`config.mk`:
```
export PLATFORM = sky130hd
export DESIGN_NAME = axis_s2mm_framer
export DESIGN_NICKNAME = d
export VERILOG_FILES = /design/src/rtl/params_pkg.sv /design/src/rtl/axis_sync_fifo.sv /design/src/rtl/axis_s2mm_framer.sv
export SDC_FILE = /design/constraint.sdc
export NUM_CORES = 1
export LEC_CHECK = 0
export ABC_AREA = 1
export CAP_MARGIN = 15
export CORE_MARGIN = 4
export CORE_UTILIZATION = 60
export CTS_CLUSTER_DIAMETER = 100
export DETAILED_ROUTE_END_ITERATION = 12
export GPL_TIMING_DRIVEN = 1
export HOLD_SLACK_MARGIN = 0.1
export PLACE_DENSITY = 0.79
export SETUP_SLACK_MARGIN = 0.1
export SYNTH_ARGS = -nofsm -noshare
export SYNTH_HDL_FRONTEND = slang
export SYNTH_HIERARCHICAL = 1
export SYNTH_SLANG_ARGS = --single-unit
```
`constraint.sdc`:
```
create_clock -name axi_aclk -period 8.1 [get_ports axi_aclk]
set_clock_uncertainty 0.05 [all_clocks]
set_input_delay 1.62 -clock axi_aclk [delete_from_list [all_inputs] [get_ports axi_aclk]]
set_output_delay 1.62 -clock axi_aclk [all_outputs]
set_load 0.05 [all_outputs]
```
`src/rtl/params_pkg.sv`:
```
// Shared constants, framer state encoding and the residual-to-tkeep map
// used by the S2MM traffic framer.
package params_pkg;

  localparam int DATA_WIDTH = 32;
  localparam int KEEP_WIDTH = DATA_WIDTH / 8;

  typedef enum logic [1:0] {
    IDLE = 2'd0,
    RUN  = 2'd1,
    DONE = 2'd2
  } framer_state_e;

  // Byte enables for the final beat; residual 0 means the last word is full.
  function automatic logic [3:0] keep_from_residual(input logic [1:0] residual);
    logic [3:0] keep;
    case (residual)
      2'd1:    keep = 4'b0001;
      2'd2:    keep = 4'b0011;
      2'd3:    keep = 4'b0111;
      default: keep = 4'b1111;
    endcase
    return keep;
  endfunction

endpackage

```
`src/rtl/axis_sync_fifo.sv`:
```
// Synchronous FIFO with a registered head word (no fall-through combinational
// path from the write port), full/empty flags and async active-high reset.
module axis_sync_fifo #(
  parameter int WIDTH = 32,
  parameter int DEPTH = 16
) (
  input  logic             clk,
  input  logic             rst,
  input  logic             wr_en,
  input  logic [WIDTH-1:0] wr_data,
  input  logic             rd_en,
  output logic [WIDTH-1:0] rd_data,
  output logic             full,
  output logic             empty
);

  localparam int AW = $clog2(DEPTH);

  logic [WIDTH-1:0] mem_r [DEPTH];
  logic [AW-1:0]    wr_ptr_r;
  logic [AW-1:0]    rd_ptr_r;
  logic [AW-1:0]    rd_ptr_nxt_s;
  logic [AW:0]      count_r;
  logic [WIDTH-1:0] head_r;
  logic             wr_s;
  logic             rd_s;

  assign full         = (count_r == (AW+1)'(DEPTH));
  assign empty        = (count_r == (AW+1)'(0));
  assign wr_s         = wr_en && !full;
  assign rd_s         = rd_en && !empty;
  assign rd_ptr_nxt_s = rd_ptr_r + AW'(1);
  assign rd_data      = head_r;

  // Storage array; contents are don't-care until written.
  always_ff @(posedge clk) begin
    if (wr_s) begin
      mem_r[wr_ptr_r] <= wr_data;
    end
  end

  // Pointers and occupancy.
  always_ff @(posedge clk or posedge rst) begin
    if (rst) begin
      wr_ptr_r <= '0;
      rd_ptr_r <= '0;
      count_r  <= '0;
    end else begin
      if (wr_s) wr_ptr_r <= wr_ptr_r + AW'(1);
      if (rd_s) rd_ptr_r <= rd_ptr_nxt_s;
      case ({wr_s, rd_s})
        2'b10:   count_r <= count_r + (AW+1)'(1);
        2'b01:   count_r <= count_r - (AW+1)'(1);
        default: count_r <= count_r;
      endcase
    end
  end

  // Head register: prefetch the next entry on a pop, or capture the write
  // when it lands in an empty (or emptying) FIFO.
  always_ff @(posedge clk or posedge rst) begin
    if (rst) begin
      head_r <= '0;
    end else if (rd_s) begin
      if (count_r == (AW+1)'(1)) begin
        if (wr_s) head_r <= wr_data;
      end else begin
        head_r <= mem_r[rd_ptr_nxt_s];
      end
    end else if (wr_s && empty) begin
      head_r <= wr_data;
    end
  end

endmodule

```
`src/rtl/axis_s2mm_framer.sv`:
```
// Frames raw source words into one AXI4-Stream packet of a programmed byte
// length for the DMA S2MM port. Define AXIS_FRAMER_STATS_EN for statistics.
module axis_s2mm_framer #(
  parameter int DATA_WIDTH = 32,
  parameter int FIFO_DEPTH = 16,
  parameter int LEN_WIDTH  = 16
) (
  input  logic                  axi_aclk,
  input  logic                  axi_reset,
  input  logic                  start,
  input  logic [LEN_WIDTH-1:0]  pkt_len,
  output logic                  busy,
  output logic                  done,
  output logic                  len_err,
  input  logic [DATA_WIDTH-1:0] src_data,
  input  logic                  src_valid,
  output logic                  src_ready,
  output logic [DATA_WIDTH-1:0] s_axis_s2mm_tdata,
  output logic [3:0]            s_axis_s2mm_tkeep,
  output logic                  s_axis_s2mm_tvalid,
  input  logic                  s_axis_s2mm_tready,
  output logic                  s_axis_s2mm_tlast
`ifdef AXIS_FRAMER_STATS_EN
  ,
  output logic [15:0]           pkt_count,
  output logic [31:0]           stall_count
`endif
);

  import params_pkg::*;

  localparam int CW = LEN_WIDTH - 1;

  framer_state_e         state_r;
  framer_state_e         state_nxt_s;
  logic [CW-1:0]         in_left_r;
  logic [CW-1:0]         out_left_r;
  logic [CW-1:0]         beats_s;
  logic [LEN_WIDTH:0]    len_plus3_s;
  logic [1:0]            residual_r;
  logic                  len_err_r;
  logic                  start_ok_s;
  logic                  wr_en_s;
  logic                  rd_en_s;
  logic                  fifo_full_s;
  logic                  fifo_empty_s;
  logic [DATA_WIDTH-1:0] fifo_dout_s;

  // ceil(pkt_len/4) without a divider
  assign len_plus3_s = {1'b0, pkt_len} + (LEN_WIDTH+1)'(3);
  assign beats_s     = len_plus3_s[LEN_WIDTH:2];
  assign start_ok_s  = start && (state_r == IDLE) && (pkt_len != '0);

  assign busy               = (state_r != IDLE);
  assign done               = (state_r == DONE);
  assign len_err            = len_err_r;
  assign src_ready          = (state_r == RUN) && (in_left_r != '0) && !fifo_full_s;
  assign s_axis_s2mm_tvalid = (state_r == RUN) && !fifo_empty_s;
  assign s_axis_s2mm_tlast  = s_axis_s2mm_tvalid && (out_left_r == CW'(1));
  assign s_axis_s2mm_tdata  = fifo_dout_s;
  assign s_axis_s2mm_tkeep  = !s_axis_s2mm_tvalid ? 4'b0000 :
                              s_axis_s2mm_tlast   ? keep_from_residual(residual_r) : 4'b1111;
  assign wr_en_s            = src_valid && src_ready;
  assign rd_en_s            = s_axis_s2mm_tvalid && s_axis_s2mm_tready;

  axis_sync_fifo #(
    .WIDTH (DATA_WIDTH),
    .DEPTH (FIFO_DEPTH)
  ) u_fifo (
    .clk     (axi_aclk),
    .rst     (axi_reset),
    .wr_en   (wr_en_s),
    .wr_data (src_data),
    .rd_en   (rd_en_s),
    .rd_data (fifo_dout_s),
    .full    (fifo_full_s),
    .empty   (fifo_empty_s)
  );

  // Next-state logic.
  always_comb begin
    state_nxt_s = state_r;
    case (state_r)
      IDLE: begin
        if (start_ok_s) state_nxt_s = RUN;
        else            state_nxt_s = IDLE;
      end
      RUN: begin
        if (rd_en_s && s_axis_s2mm_tlast) state_nxt_s = DONE;
        else                              state_nxt_s = RUN;
      end
      default: state_nxt_s = IDLE;
    endcase
  end

  // State, beat counters and the latched residual.
  always_ff @(posedge axi_aclk or posedge axi_reset) begin
    if (axi_reset) begin
      state_r    <= IDLE;
      in_left_r  <= '0;
      out_left_r <= '0;
      residual_r <= 2'd0;
      len_err_r  <= 1'b0;
    end else begin
      state_r   <= state_nxt_s;
      len_err_r <= start && (state_r == IDLE) && (pkt_len == '0);
      if (start_ok_s) begin
        in_left_r  <= beats_s;
        out_left_r <= beats_s;
        residual_r <= pkt_len[1:0];
      end else begin
        if (wr_en_s) in_left_r  <= in_left_r - CW'(1);
        if (rd_en_s) out_left_r <= out_left_r - CW'(1);
      end
    end
  end

`ifdef AXIS_FRAMER_STATS_EN
  logic [15:0] pkt_count_r;
  logic [31:0] stall_count_r;

  assign pkt_count   = pkt_count_r;
  assign stall_count = stall_count_r;

  // Packet counter wraps; stall counter saturates.
  always_ff @(posedge axi_aclk or posedge axi_reset) begin
    if (axi_reset) begin
      pkt_count_r   <= 16'd0;
      stall_count_r <= 32'd0;
    end else begin
      if (state_r == DONE) pkt_count_r <= pkt_count_r + 16'd1;
      if (s_axis_s2mm_tvalid && !s_axis_s2mm_tready && (stall_count_r != 32'hFFFF_FFFF))
        stall_count_r <= stall_count_r + 32'd1;
    end
  end
`endif

endmodule

```
==> results.md <==
Synthesis:
- The area share of xor/xnor cells in the synthesized design is 0.004680.
- Of the post-synthesis cell area, the dominant cell type holds 0.5928.
- Counting flops and latches in the post-synthesis netlist gives about 600.
- Sorting the synthesized cells by how often they occur yields 981 x sky130_fd_sc_hd__nand2_1, 512 x sky130_fd_sc_hd__edfxtp_1, 451 x sky130_fd_sc_hd__nand3_1.
- The number of distinct standard cells referenced by the synthesized netlist is 37.
- Of the total synthesized cell area, the portion taken by AND, OR, NAND and NOR gates is 0.2543.
- Yosys printed 6 warnings.
- The post-synthesis share of cell area spent on full adders, half adders and majority gates is 0.007719.
- The cell with the most instances after synthesis is sky130_fd_sc_hd__nand2_1.
- The mapped netlist covers 25930 um^2.
- Yosys attributes the largest share of cell area to sky130_fd_sc_hd__edfxtp_1 59%, sky130_fd_sc_hd__nand2_1 14%, sky130_fd_sc_hd__nand3_1 8.7%, sky130_fd_sc_hd__dfrtp_1 7.7%, sky130_fd_sc_hd__buf_2 1.7%.
- The sequential share of the synthesized area is 0.6700.
- The average size of a mapped cell is 10.33 um^2.
- sky130_fd_sc_hd__edfxtp_1 takes more of the synthesized area than any other cell.
- In the synthesized netlist the async set-or-reset flop fraction comes to 0.1351.
- The cell count after synthesis is roughly 2500.
- The number of nets handed over by synthesis was 2579.
- The compound-gate portion of the synthesized area is 0.01848.
- The post-synthesis mux area share is 0.
- In this run, synthesis inferred 512 flip-flops with an integrated enable.
- The largest family of logic cells by synthesized area is simple AND/OR/NAND/NOR gates.
- For this run, the leading register cell type out of synthesis is sky130_fd_sc_hd__edfxtp_1.

Die:
- between 90 and 100 I/O pins were placed.
- The initial core utilization is 0.6128.
- The number of cell rows is between 70 and 80.
- The die covers between 40000 and 50000 um^2.
- From left edge to right edge, the die measures 215.9 um.
- The die extent in y is 215.9 um.
- The core area is 42320 um^2.

Timing:
- Setup slack on the critical path of the routed design comes to 3.404 ns.
- Setup repair after global routing left no endpoint under its margin.
- Setup violations remaining at the end of the flow were counted as 0.
- At the pin with the least slew margin, the transition time is 1.192 ns.
- Derived from the worst setup path, the maximum achievable clock frequency is 0.2130 GHz.
- In the finished design, the share of the clock period the worst path needs comes to 0.5797.
- The max-slew violation count came to 0.
- Headroom to the max-slew limit came out at 0.2040.
- The clock period minus worst slack is 4.696 ns.
- After routing, the total negative slack on setup checks comes to 0 ns.
- The final number of hold-violating endpoints is 0.

Clock network:
- The clock root buffer master is sky130_fd_sc_hd__clkbuf_16.
- In this run, post-CTS repair resized a total of 0 instances.
- The clock reaches the later pin of the worst-skew pair after roughly 0.63 ns.
- The worst-case clock buffer depth is 3.
- TritonCTS built the clock tree.
- CTS built an H-tree with a depth of 2.
- The clock sink total is 592.
- The number of clock buffers added by TritonCTS is 57.
- The clock transition at the registers of the reported paths is 0.06 ns.
- Once the clock tree was built, the setup fixing pass inserted 0 buffers.
- The hold buffer count at cts is 0.

Route:
- The number of nets with antenna violations after detailed routing is 0.
- The final route contains 18540 vias.
- The first-iteration detailed-routing DRC count is 2212.
- The vias per cell is 5.838.
- The average wire per cell in the routed design is 20.34 um.
- The first TritonRoute pass finished after 6 iterations.
- The wire length reported by the detailed router is 64600 um.
- The count of unresolved DRC violations after routing is 0.

Cells and area:
- The number of nets in the final layout is 2620.
- The register cell area after layout is roughly 17000 um^2.
- Summing all multi-input logic gate instances after layout gives 7538 um^2.
- 0 antenna diodes ended up in the layout.
- Counting the fill cells in the layout gives around 3000.
- The fraction of final layout cells sized beyond drive strength 1 is 0.06467.
- The signed area change from the synthesized netlist to the final layout is 11.84%.

Power and ir drop:
- The net switching share of the total power is 0.4306.
- The total leakage power is 0.01150 uW.
- Of the total power, registers draw 0.344.
- The power dissipated by switching net loads is a little over 5000 uW.
- For this design the ratio of total power to cell area is between 400 and 500 nW/um^2.
- The internal power component is 6692 uW.
- Of the total power, the clock network draws 0.226.
- The worst vdd rail ir drop is 0.3215 mV.
- The part of the power in combinational logic is 0.430.

Worst setup path:
- The worst register-to-register path has a setup slack of around 4.1 ns.
- The highest net fanout along the worst path is 6.
- The critical path class is reg -> out.
- The capturing element type of the critical path is an output port.
- The endpoint identified for the worst register-to-register timing path is u_fifo/rd_data[22]$_DFFE_PP0P_.
- The required time reported for the critical path endpoint is 6.43 ns.
- STA classifies the critical path startpoint as a register.
- At the worst endpoint, the arrival time is 3.03 ns.
- The worst register-to-register path begins at u_fifo/rd_ptr_r[0]$_DFFE_PP0N_.
- The number of cells on the worst reg-to-reg path is 10.

Global routing:
- In this run the most used layer during global routing was met2.
- The largest net degree at the start of global routing is approximately 100.
- The met2 usage is 0.4272.
- The first global-routing pass estimated 99580 um of wire.
- In the global route stage, overall resource usage came out at 0.2711.
- The number of antenna violations at the first check in global routing is 0.
- The global routing met3 resource utilization is 0.05035.
- The via count of the first global-routing pass came to 17710.
- The remaining global-route overflow is 0.
- In the global route stage, met1 resource usage came out at 0.3947.

Hold path:
- The worst hold path stage count is 2.
- The capture endpoint of the worst hold path is u_fifo/rd_data[21]$_DFFE_PP0P_.
- The path class of the tightest hold or removal check is reg -> reg.
- The startpoint identified for the worst hold timing path is u_fifo/rd_data[21]$_DFFE_PP0P_.

Placed design:
- The count of buffers added on input and output ports is 94.
- The global placement routability congestion is roughly 0.9.
- The half-perimeter wire length after placement is 37920 um.
- At the placement stage, the worst setup path has a slack of 3.517 ns.

Run status:
- The run finished with clean final reports.

Flow run:
- The max capacitance violation total is 0.
## through the flow
stage	util	area [um^2]	std cells	power, uW	hold WS (ns)
floorplan	-	25930	2510	7547	0.3919
global placement	0.6417	27160	3069	8872	0.4048
global route	0.6854	29010	3175	12390	0.4447
CTS	0.6854	29010	3175	11690	0.4345
finish	0.6854	29010	3175	11750	0.4319
detailed placement	0.6417	27160	3069	9018	0.4180
## worst max path at each step
stage | startpoint | to | slack (ns) | cells past startpoint
floorplan | src_valid | u_fifo/mem_r[11][0]$_DFFE_PP_ | 3.43 | 4
global route | u_fifo/count_r[0]$_DFFE_PP0P_ | s_axis_s2mm_tkeep[2] | 3.21 | 11
CTS | u_fifo/count_r[0]$_DFFE_PP0P_ | s_axis_s2mm_tkeep[2] | 3.39 | 11
detailed placement | src_valid | u_fifo/mem_r[10][14]$_DFFE_PP_ | 3.52 | 7
finish | u_fifo/count_r[0]$_DFFE_PP0P_ | s_axis_s2mm_tkeep[2] | 3.40 | 11
global placement | src_valid | u_fifo/mem_r[8][12]$_DFFE_PP_ | 3.70 | 7
## power groups by stage
stage	clock (uW)	sequential (uW)	combinational, uW
after global placement	0	4080	4790
after CTS	2670	4040	4980
after floorplan	0	4270	3280
after global routing	2810	4080	5500
after detailed placement	0	4090	4930
final	2650	4040	5060
## flip-flops by register name, summed over array words and instances, names as in the netlist
name             flops
u_fifo/mem_r       512
u_fifo/rd_data      32
in_left_r           15
out_left_r          15
u_fifo/count_r       5
u_fifo/rd_ptr_r      4
u_fifo/wr_ptr_r      4
residual_r           2
state_r              2
len_err              1
## critical path: stages, from the launching register on
cell,delay [ns]
sky130_fd_sc_hd__dfrtp_1,0.42
sky130_fd_sc_hd__inv_1,0.16
sky130_fd_sc_hd__ha_1,0.24
sky130_fd_sc_hd__nand3_4,0.10
sky130_fd_sc_hd__inv_2,0.08
sky130_fd_sc_hd__inv_1,0.04
sky130_fd_sc_hd__nand2_2,0.14
sky130_fd_sc_hd__nor2_1,0.07
sky130_fd_sc_hd__nand4_1,0.12
sky130_fd_sc_hd__inv_1,0.10
sky130_fd_sc_hd__a21oi_1,0.14
sky130_fd_sc_hd__clkdlybuf4s50_1,0.82
## cell usage in the layout, fill, tap and decap left out, types with 3 or more instances in the layout
cell and count:
sky130_fd_sc_hd__inv_6 3, sky130_fd_sc_hd__o21ai_0 22, sky130_fd_sc_hd__inv_2 7, sky130_fd_sc_hd__nand2_4 3
sky130_fd_sc_hd__a21oi_1 6, sky130_fd_sc_hd__clkbuf_1 17, sky130_fd_sc_hd__o211ai_1 5, sky130_fd_sc_hd__clkbuf_8 4
sky130_fd_sc_hd__nand3_1 451, sky130_fd_sc_hd__ha_1 15, sky130_fd_sc_hd__nand2_2 7, sky130_fd_sc_hd__inv_1 116
sky130_fd_sc_hd__dfrtp_1 79, sky130_fd_sc_hd__nor2_4 17, sky130_fd_sc_hd__nand4_1 11, sky130_fd_sc_hd__bufinv_16 6
sky130_fd_sc_hd__clkbuf_16 57, sky130_fd_sc_hd__clkinv_2 8, sky130_fd_sc_hd__clkdlybuf4s50_1 94, sky130_fd_sc_hd__edfxtp_1 512
sky130_fd_sc_hd__buf_4 13, sky130_fd_sc_hd__a21oi_2 30, sky130_fd_sc_hd__xor2_1 11, sky130_fd_sc_hd__nor2_1 92
sky130_fd_sc_hd__clkinv_1 10, sky130_fd_sc_hd__nand2_1 979
## layer usage
metal  part of all wire  wire length, um  up-vias
met2               0.46            30010      988
met3               0.10             6634      123
met1               0.41            26470     8896
met4              0.023             1485        0
met5                  0                0        -
li1                   -                -     8529
## final cells by class
class | instances | area share
clock buffer | 78 | 0.05327
tap | 577 | 0.02489
timing repair buffer | 107 | 0.03580
multi-input combinational | 1668 | 0.2599
clock inverter | 28 | 0.01048
sequential | 592 | 0.5992
inverter | 125 | 0.01644
## cell families after synthesis
kind of cell | after synthesis
flip-flops | 592
XOR/XNOR | 13
AO/OA/AOI/OAI | 69
adder cells (fa/ha/maj) | 16
AND/OR/NAND/NOR | 1570
buffers and inverters | 250
Power figures use the tool's default switching activity.
